[src/rtl/cpu_ctrl_pkg.sv]
// ============================================================================
//  Module  : cpu_ctrl_pkg
//  Brief   : Opcode, state, ALU-op and PC-source encodings of the multi-cycle core.
//  Rev     : 1.0  initial release
// ============================================================================
`default_nettype none

package cpu_ctrl_pkg;

    localparam logic [3:0] OP_AND  = 4'h0;
    localparam logic [3:0] OP_ADD  = 4'h1;
    localparam logic [3:0] OP_SUB  = 4'h2;
    localparam logic [3:0] OP_ADDI = 4'h3;
    localparam logic [3:0] OP_ANDI = 4'h4;
    localparam logic [3:0] OP_LW   = 4'h5;
    localparam logic [3:0] OP_LBU  = 4'h6;
    localparam logic [3:0] OP_SW   = 4'h7;
    localparam logic [3:0] OP_BGT  = 4'h8;
    localparam logic [3:0] OP_BLT  = 4'h9;
    localparam logic [3:0] OP_BEQ  = 4'hA;
    localparam logic [3:0] OP_BNE  = 4'hB;
    localparam logic [3:0] OP_JMP  = 4'hC;
    localparam logic [3:0] OP_CALL = 4'hD;
    localparam logic [3:0] OP_RET  = 4'hE;
    localparam logic [3:0] OP_ILL  = 4'hF;

    localparam logic [3:0] S_FETCH    = 4'd0;
    localparam logic [3:0] S_DECODE   = 4'd1;
    localparam logic [3:0] S_EXEC     = 4'd2;
    localparam logic [3:0] S_MEM_ADDR = 4'd3;
    localparam logic [3:0] S_MEM_RD   = 4'd4;
    localparam logic [3:0] S_MEM_WR   = 4'd5;
    localparam logic [3:0] S_WB       = 4'd6;
    localparam logic [3:0] S_BRANCH   = 4'd7;
    localparam logic [3:0] S_HALT     = 4'd8;

    localparam logic [1:0] ALU_ADD = 2'b00;
    localparam logic [1:0] ALU_SUB = 2'b01;
    localparam logic [1:0] ALU_AND = 2'b10;

    localparam logic [1:0] PC_SRC_INC    = 2'd0;
    localparam logic [1:0] PC_SRC_JUMP   = 2'd1;
    localparam logic [1:0] PC_SRC_BRANCH = 2'd2;
    localparam logic [1:0] PC_SRC_RET    = 2'd3;

    typedef enum logic [3:0] {
        CLS_ALU_R   = 4'd0,
        CLS_ALU_I   = 4'd1,
        CLS_LOAD    = 4'd2,
        CLS_STORE   = 4'd3,
        CLS_BRANCH  = 4'd4,
        CLS_JUMP    = 4'd5,
        CLS_CALL    = 4'd6,
        CLS_RET     = 4'd7,
        CLS_ILLEGAL = 4'd8
    } instr_class_e;

    // Flags come from the Rd - Rs1 subtraction performed in the branch state.
    function automatic logic branch_taken(input logic [3:0] op,
                                          input logic       z,
                                          input logic       n);
        case (op)
            OP_BGT:  return !z && !n;
            OP_BLT:  return n;
            OP_BEQ:  return z;
            OP_BNE:  return !z;
            default: return 1'b0;
        endcase
    endfunction

endpackage

`default_nettype wire

[src/rtl/ctrl_decode.sv]
// ============================================================================
//  Module  : ctrl_decode
//  Brief   : Combinational opcode to instruction-class mapping.
//  Rev     : 1.0  initial release
// ============================================================================
`default_nettype none

module ctrl_decode (
    input  logic [3:0]                 opcode_i,
    output cpu_ctrl_pkg::instr_class_e instr_class_o
);
    import cpu_ctrl_pkg::*;

    always_comb begin
        instr_class_o = CLS_ILLEGAL;
        case (opcode_i)
            OP_AND, OP_ADD, OP_SUB:          instr_class_o = CLS_ALU_R;
            OP_ADDI, OP_ANDI:                instr_class_o = CLS_ALU_I;
            OP_LW, OP_LBU:                   instr_class_o = CLS_LOAD;
            OP_SW:                           instr_class_o = CLS_STORE;
            OP_BGT, OP_BLT, OP_BEQ, OP_BNE:  instr_class_o = CLS_BRANCH;
            OP_JMP:                          instr_class_o = CLS_JUMP;
            OP_CALL:                         instr_class_o = CLS_CALL;
            OP_RET:                          instr_class_o = CLS_RET;
            default:                         instr_class_o = CLS_ILLEGAL;
        endcase
    end

endmodule

`default_nettype wire

[src/rtl/multicycle_control.sv]
// ============================================================================
//  Module  : multicycle_control
//  Brief   : Main sequencing FSM of the multi-cycle core; all strobes are
//            combinational from state, opcode, flags and mem_ready.
//  Rev     : 1.0  initial release
// ============================================================================
`default_nettype none

module multicycle_control (
    input  logic       clk,
    input  logic       reset,
    input  logic [3:0] opcode,
    input  logic       zero,
    input  logic       negative,
    input  logic       mem_ready,
    output logic       ir_write,
    output logic       pc_write,
    output logic [1:0] pc_src,
    output logic       reg_write,
    output logic       ra_write,
    output logic       mem_read,
    output logic       mem_write,
    output logic       addr_sel,
    output logic       load_byte,
    output logic       alu_src_b,
    output logic [1:0] alu_op,
    output logic       wb_sel,
    output logic       retire,
    output logic       halted
);
    import cpu_ctrl_pkg::*;

    logic [3:0]   state_q;
    logic [3:0]   state_d;
    instr_class_e w_cls;

    ctrl_decode u_decode (
        .opcode_i      (opcode),
        .instr_class_o (w_cls)
    );

    always_ff @(posedge clk) begin
        if (reset) begin
            state_q <= S_FETCH;
        end else begin
            state_q <= state_d;
        end
    end

    // Every strobe is forced low while reset is asserted, whatever the state.
    always_comb begin
        state_d   = state_q;
        ir_write  = 1'b0;
        pc_write  = 1'b0;
        pc_src    = PC_SRC_INC;
        reg_write = 1'b0;
        ra_write  = 1'b0;
        mem_read  = 1'b0;
        mem_write = 1'b0;
        addr_sel  = 1'b0;
        load_byte = 1'b0;
        alu_src_b = 1'b0;
        alu_op    = ALU_ADD;
        wb_sel    = 1'b0;
        retire    = 1'b0;
        halted    = 1'b0;
        if (!reset) begin
            case (state_q)
                S_FETCH: begin
                    mem_read = 1'b1;
                    if (mem_ready) begin
                        ir_write = 1'b1;
                        pc_write = 1'b1;
                        pc_src   = PC_SRC_INC;
                        state_d  = S_DECODE;
                    end
                end
                S_DECODE: begin
                    case (w_cls)
                        CLS_ALU_R, CLS_ALU_I: state_d = S_EXEC;
                        CLS_LOAD, CLS_STORE:  state_d = S_MEM_ADDR;
                        CLS_BRANCH:           state_d = S_BRANCH;
                        CLS_JUMP, CLS_CALL: begin
                            pc_write = 1'b1;
                            pc_src   = PC_SRC_JUMP;
                            ra_write = (w_cls == CLS_CALL);
                            retire   = 1'b1;
                            state_d  = S_FETCH;
                        end
                        CLS_RET: begin
                            pc_write = 1'b1;
                            pc_src   = PC_SRC_RET;
                            retire   = 1'b1;
                            state_d  = S_FETCH;
                        end
                        default:              state_d = S_HALT;
                    endcase
                end
                S_EXEC: begin
                    if (opcode == OP_AND || opcode == OP_ANDI) begin
                        alu_op = ALU_AND;
                    end else if (opcode == OP_SUB) begin
                        alu_op = ALU_SUB;
                    end else begin
                        alu_op = ALU_ADD;
                    end
                    alu_src_b = (w_cls == CLS_ALU_I);
                    state_d   = S_WB;
                end
                S_MEM_ADDR: begin
                    alu_op    = ALU_ADD;
                    alu_src_b = 1'b1;
                    state_d   = (w_cls == CLS_STORE) ? S_MEM_WR : S_MEM_RD;
                end
                S_MEM_RD: begin
                    mem_read  = 1'b1;
                    addr_sel  = 1'b1;
                    load_byte = (opcode == OP_LBU);
                    if (mem_ready) begin
                        state_d = S_WB;
                    end
                end
                S_MEM_WR: begin
                    mem_write = 1'b1;
                    addr_sel  = 1'b1;
                    if (mem_ready) begin
                        retire  = 1'b1;
                        state_d = S_FETCH;
                    end
                end
                S_WB: begin
                    reg_write = 1'b1;
                    wb_sel    = (w_cls == CLS_LOAD);
                    retire    = 1'b1;
                    state_d   = S_FETCH;
                end
                S_BRANCH: begin
                    alu_op = ALU_SUB;
                    if (branch_taken(opcode, zero, negative)) begin
                        pc_write = 1'b1;
                        pc_src   = PC_SRC_BRANCH;
                    end
                    retire  = 1'b1;
                    state_d = S_FETCH;
                end
                S_HALT: begin
                    halted = 1'b1;
                end
                default: begin
                    state_d = S_FETCH;
                end
            endcase
        end
    end

endmodule

`default_nettype wire

[config.mk]
export PLATFORM = sky130hd
export DESIGN_NAME = multicycle_control
export DESIGN_NICKNAME = d
export VERILOG_FILES = /design/src/rtl/cpu_ctrl_pkg.sv /design/src/rtl/ctrl_decode.sv /design/src/rtl/multicycle_control.sv
export SDC_FILE = /design/constraint.sdc
export NUM_CORES = 1
export LEC_CHECK = 0
export ABC_CLOCK_PERIOD_IN_PS = 1700
export CAP_MARGIN = 5
export CELL_PAD_IN_SITES_DETAIL_PLACEMENT = 2
export CELL_PAD_IN_SITES_GLOBAL_PLACEMENT = 2
export CORE_MARGIN = 5
export CORE_UTILIZATION = 21
export DETAILED_ROUTE_END_ITERATION = 6
export PLACE_DENSITY = 0.74
export SYNTH_ARGS = -nofsm -noshare
export SYNTH_HDL_FRONTEND = slang
export SYNTH_SLANG_ARGS = --single-unit
export TNS_END_PERCENT = 100
[constraint.sdc]
create_clock -name clk -period 1.7 [get_ports clk]
set_input_delay 0.34 -clock clk [delete_from_list [all_inputs] [get_ports clk]]
set_output_delay 0.34 -clock clk [all_outputs]
set_load 0.01 [all_outputs]
==> impl_metrics.ini, run 1 <==
[clock_tree]
root_buffer = clkbuf_4
cts_num_sinks = 4
clock_path_buffers = 2
clk_pin_slew_worst_paths_ns = 0.04
htreeDepth = 1
clk_latency_ns = 0.25
cts-buffers-inserted = 3
ctsHoldBuffers = 0
cts_tree = done

[grt]
grt_max_degree = 15
antenna_found_initial = 0
overflow = 0
grt_pass1_vias = 1166
gr-usage-all-layers = 0.200
grt_pass1_wl_mm = 6.29

[setup_path]
cp.arrival_ns = 1.63
cp-start-kind = flop
crit_required_ns = 1.36
crit_type = reg2out
path_cells = or2_4, nor3b_4, nand4_1, o22ai_2, buf_2
cp_num_buf_inv = 1
worst_setup_path_end_kind = primary output
cp_max_fo = 2
reg2reg_depth = 6
crit_family = simple AND/OR/NAND/NOR gates
reg2reg_slack_ns = 0.11
rr_endpoint = state_q[3]$_SDFFE_PP0P_
slowest_stage = dfxtp_2
slowest_delay_ns = 0.31
r2r_start = state_q[2]$_SDFFE_PP0P_

[finish]
area_growth_pct = 126
top_regs = state_q: 4 flops
largest_register = state_q
largest_reg_flops = 4
drive_above_1_share = 0.673
stdcell_area_sq_um = 1430
num_antenna_cells = 0
fin_nets = 171

[placed_design]
place_congestion = 0.761
dp_hpwl_mm = 2.38
port_buffers = 24
detailedPlace.worstSlack_ns = -1.07
placed_area_sq_um = 1100

[synth]
postSynthAreaPerCell_sq_um = 6.72
yosysMostFrequentCell = nor2_1
yosys.area.top_type_share = 0.127
synthSimpleGateAreaFrac = 0.442
ys.warnings.count = 0
netlist_area_sq_um = 632
synth-compound-area-share = 0.263
synth_cell_types = 40
netlist_instances = 94
synthAdderAreaFrac = 0.0792
synth_nets = 107
synth_top_family_by_area = simple AND/OR/NAND/NOR gates
synth_xor_area_frac = 0
synth_mux_area_frac = 0.0158
synth-seq-cells = 4
synth_common_cells = 12 x nor2_1, 7 x nand2_1, 6 x a21oi_1
synth-async-reset-ratio = 0
synth_edf_count = 0
yosys_most_used_dff = dfxtp_1
synth_top_cell_by_area = dfxtp_1
yosysSeqAreaShare = 0.127
synthTopCellsByArea = dfxtp_1 13%, ha_1 7.9%, nor2_1 7.1%

[sta]
fmax_mhz = 509
worst_slew_pin_slew_ns = 0.317
finalSetupViolations = 12
finalCritPeriodShare = 1.16
slew_viol_final = 0
whs_ns = 0.561
skew_ns = 0.00339
slew_headroom = 0.788
setup_slack_ns = -0.266
rsz0062_at_grt = true
min_period_ns = 1.97
final_hold_viol_count = 0
tns_ns = -2.06

[die]
coreArea_sq_um = 2980
io_pins = 25
rows = 20
die_w_microns = 64.9
start_util = 0.212
die_h_microns = 64.9
die_area_sq_um = 4210

[pwr]
p_per_area_nw_per_um2 = 913
power_w = 0.00131
p_leak_nw = 0.625
peakVddDrop_mv = 0.306

[drt]
drt-wirelength-per-cell_microns = 21.6
vias = 1002
firstDrtPassIters = 4
drc = 0
wl_mm = 4.09
drtIter0Drc = 29
ant_nets = 0
viasPerCell = 5.30

[min_path]
min_to = state_q[3]$_SDFFE_PP0P_
min_path_type = in2reg
min_path_cells = 4
worstHoldStart = reset

[outcome]
status = finished, violations left
violations = setup timing

[run]
cap_violations = 0
## logic make-up (layout without fill, tap and decap cells)
group / count (synthesis) / count (layout)
DFF: 4 / 4
adders and majority gates: 4 / 4
buffers and inverters: 11 / 73
muxes: 1 / 1
AOI/OAI and AO/OA: 25 / 25
and+or+nand+nor: 49 / 49
## where the power goes
group / leakage [nW] / internal (W) / switching [W]
Combinational: 0.577 / 0.000502 / 0.000525
Sequential: 0.0337 / 0.000128 / 0.0000184
Clock: 0.0138 / 0.0000798 / 0.0000523
Total: 0.625 / 0.000710 / 0.000596
## per-stage QoR
stage | util | cells
2_1_floorplan | - | 94
3_3_place_gp | 0.368 | 173
3_5_place_dp | 0.368 | 173
4_1_cts | 0.460 | 189
5_1_grt | 0.480 | 189
6_report | 0.480 | 189
## layout make-up
class / count / area [sq um]
tap: 33 / 41.3
multi-input combinational: 79 / 712
clock buffer: 3 / 22.5
sequential: 4 / 82.6
fill: 323 / 1550
inverter: 5 / 31.3
timing repair buffer: 65 / 541
## routing by layer
layer / part of all wire / vias to the layer above / GRT usage
li1: - / 463 / -
met1: 0.39 / 502 / 0.220
met2: 0.56 / 29 / 0.368
met3: 0.027 / 8 / 0.0277
met4: 0.029 / 0 / 0.103
met5: 0 / - / 0
## what timing repair did
item	in CTS	in global routing
setup endpoints to repair	18	15
pin swaps	22	7
resized for setup	141	18
buffers inserted	14	1
## worst reg2reg max path, stage by stage, from the launching register on
cell and delay [ns]:
dfxtp_2 0.31, or2_4 0.27, buf_4 0.14, buf_6 0.12, or3_1 0.35, a31o_1 0.21, a21oi_2 0.11
## cells in the final DEF (no fill, tap or decap), drive strengths merged
cell           instances
a211oi                 1
a21boi                 1
a21o                   1
a21oi                  7
a22o                   1
a31o                   1
a31oi                  1
a32oi                  1
and3                   1
and3b                  1
and4b                  1
buf                   59
clkbuf                 3
clkdlybuf4s15          3
dfxtp                  4
dlygate4sd2            3
ha                     4
inv                    5
mux2i                  1
nand2                  7
nand2b                 5
nand3                  2
nand3b                 1
nand4                  2
nor2                  12
nor2b                  3
nor3                   5
nor3b                  3
nor4b                  2
o211ai                 2
o21ai                  5
o22a                   1
o22ai                  1
o311a                  1
o31ai                  1
or2                    2
or3                    2
## worst max path at each step
stage,cells after the start,to,from,slack (ns)
floorplan,6,alu_src_b,opcode[0],0.007
global placement,8,alu_src_b,opcode[0],-0.98
detailed placement,8,alu_src_b,opcode[0],-1.07
CTS,5,retire,state_q[2]$_SDFFE_PP0P_,-0.21
global route,6,ra_write,state_q[2]$_SDFFE_PP0P_,-0.39
finish,5,retire,state_q[2]$_SDFFE_PP0P_,-0.27
(Power assumes the default switching activity.)
==> run 2, diff against run 1 <==
ABC_CLOCK_PERIOD_IN_PS = 2300   (was 1700)
CORE_UTILIZATION = 23   (was 21)
PLACE_DENSITY = 0.8   (was 0.74)
clock period = 2.3 ns   (was 1.7 ns; I/O delays follow)
==> run 2 against run 1 <==
The run still ends with setup timing left. Final cell count is 7.4% lower. Critical path depth unchanged. Die area is 7.4% lower. Hold slack worse by 0.030 ns. Count of clock-buffer cells in the layout is the same. Total power shrank 39%. Sequential cell count unchanged. Core utilization shrank 3.8 points. Register-to-register slack improved by 0.73 ns. Clock power shrank 28%.
==> impl_metrics.ini, run 2 (same netlist as run 1, synthesis figures left out) <==
[outcome]
status = finished, violations left
violations = setup timing

[drt]
wl_mm = 3.95
firstDrtPassIters = 5
vias = 961
drtIter0Drc = 14
ant_nets = 0
viasPerCell = 5.49
drc = 0
drt-wirelength-per-cell_microns = 22.6

[sta]
final_hold_viol_count = 0
finalSetupViolations = 1
setup_slack_ns = -0.0163
skew_ns = 0.00247
min_period_ns = 2.32
finalCritPeriodShare = 1.01
slew_viol_final = 0
tns_ns = -0.0163
worst_slew_pin_slew_ns = 0.300
fmax_mhz = 432
slew_headroom = 0.797

[setup_path]
crit_required_ns = 1.84
cp-start-kind = flop
worst_setup_path_end_kind = primary output
slowest_delay_ns = 0.56
slowest_stage = clkdlybuf4s50_1
path_cells = buf_4, nor3_2, nand2_1, nor2_1, clkdlybuf4s50_1
r2r_start = state_q[0]$_SDFFE_PP0P_
crit_type = reg2out
startpoint = state_q[1]$_SDFFE_PP0P_
cp_max_fo = 14
cp.arrival_ns = 1.86

[finish]
drive_above_1_share = 0.438
multiInputGateArea_sq_um = 603
fin_nets = 159
fill_cells = 320
largest_register = state_q
num_antenna_cells = 0
final_common_cell = buf_4
regArea_sq_um = 80.1
layout_common_cells = 26 x buf_4, 9 x nor2_1, 7 x nand2_1
top_regs = state_q: 4 flops
fin_util = 0.442
largest_reg_flops = 4
fin_cells = 175
area_growth_pct = 88.1

[clock_tree]
cts-buffers-inserted = 3
clk_latency_ns = 0.25
ctsHoldBuffers = 0
htreeDepth = 1
cts_tree = done
clock_path_buffers = 2
clk_pin_slew_worst_paths_ns = 0.04
cts_num_sinks = 4
root_buffer = clkbuf_4

[pwr]
peakVddDrop_mv = 0.440
p_leak_nw = 0.542
p_per_area_nw_per_um2 = 668

[die]
die_w_microns = 62.4
rows = 19
io_pins = 25
die_h_microns = 62.4
start_util = 0.235
coreArea_sq_um = 2690
die_area_sq_um = 3900

[grt]
grt_pass1_wl_mm = 5.65
antenna_found_initial = 0
overflow = 0
grt_pass1_vias = 1067
gr-usage-all-layers = 0.180
grt_max_degree = 18

[placed_design]
dp.cells = 170
place_congestion = 0.823
dp_hpwl_mm = 2.53
port_buffers = 24

[min_path]
worstHoldStart = reset
min_path_type = in2reg

[run]
cap_violations = 0
==> run 2: changes by cell type in the layout (fill, tap and decap cells not counted), moves of 4 or more <==
cell | before | now
buf_2 | 14 | 5
buf_4 | 31 | 26
buf_6 | 11 | 3
clkbuf_2 | 0 | 4
clkdlybuf4s50_1 | 0 | 6
nor2_1 | 3 | 9
==> run 2: metal layers <==
layer	vias up	GRT usage	part of all wire
met1	472	0.208	0.42
met3	15	0.0306	0.033
met2	35	0.329	0.50
met5	-	0	0
met4	0	0.0610	0.048
li1	439	-	-
==> run 2: final cells by class <==
cell class              instances  area share
flip-flops and latches          4      0.0674
well taps                      31      0.0326
multi-input cells              79       0.507
inverters                       5      0.0158
repair buffers                 53       0.358
clock buffers                   3      0.0189
==> run 2: worst max-delay path: cells and delay by family (launching register included) <==
| family | cells | cell delay [ns] |
|---|---|---|
| buffers and inverters | 2 | 0.75 |
| flip-flops | 1 | 0.32 |
| AND/OR/NAND/NOR | 3 | 0.54 |
==> run 2: path summary, 6_finish.rpt <==
kind	endpoint	slack, ns	depth (start not counted)
worst max-delay path	halted	-0.02	5
worst min-delay path	state_q[3]$_SDFFE_PP0P_	0.53	3
worst max register to register	state_q[3]$_SDFFE_PP0P_	0.84	5
worst min register to register	state_q[3]$_SDFFE_PP0P_	0.72	3
==> run 2: what timing repair did <==
item | 4_1_cts | 5_1_grt
pin swaps | 11 | 7
resized for setup | 50 | 21
buffers inserted | 2 | 0
setup endpoints to repair | 15 | 12
==> run 2: power by group <==
| part | total, W | switching, W | internal [W] |
|---|---|---|---|
| sequential | 0.000108 | 0.0000155 | 0.0000925 |
| combinational | 0.000591 | 0.000337 | 0.000254 |
| clock | 0.0000953 | 0.0000364 | 0.0000589 |
| total | 0.000794 | 0.000389 | 0.000405 |
==> run 2: per-stage QoR <==
step	hold slack, ns	total power [W]	cell area, sq um	setup WS [ns]
after floorplan	0.522	0.000397	632	0.367
after global placement	0.631	0.000589	1090	-0.624
after detailed placement	0.674	0.000634	1090	-0.675
after CTS	0.639	0.000737	1130	0.00537
after global routing	0.535	0.000848	1190	-0.115
final	0.531	0.000794	1190	-0.0163
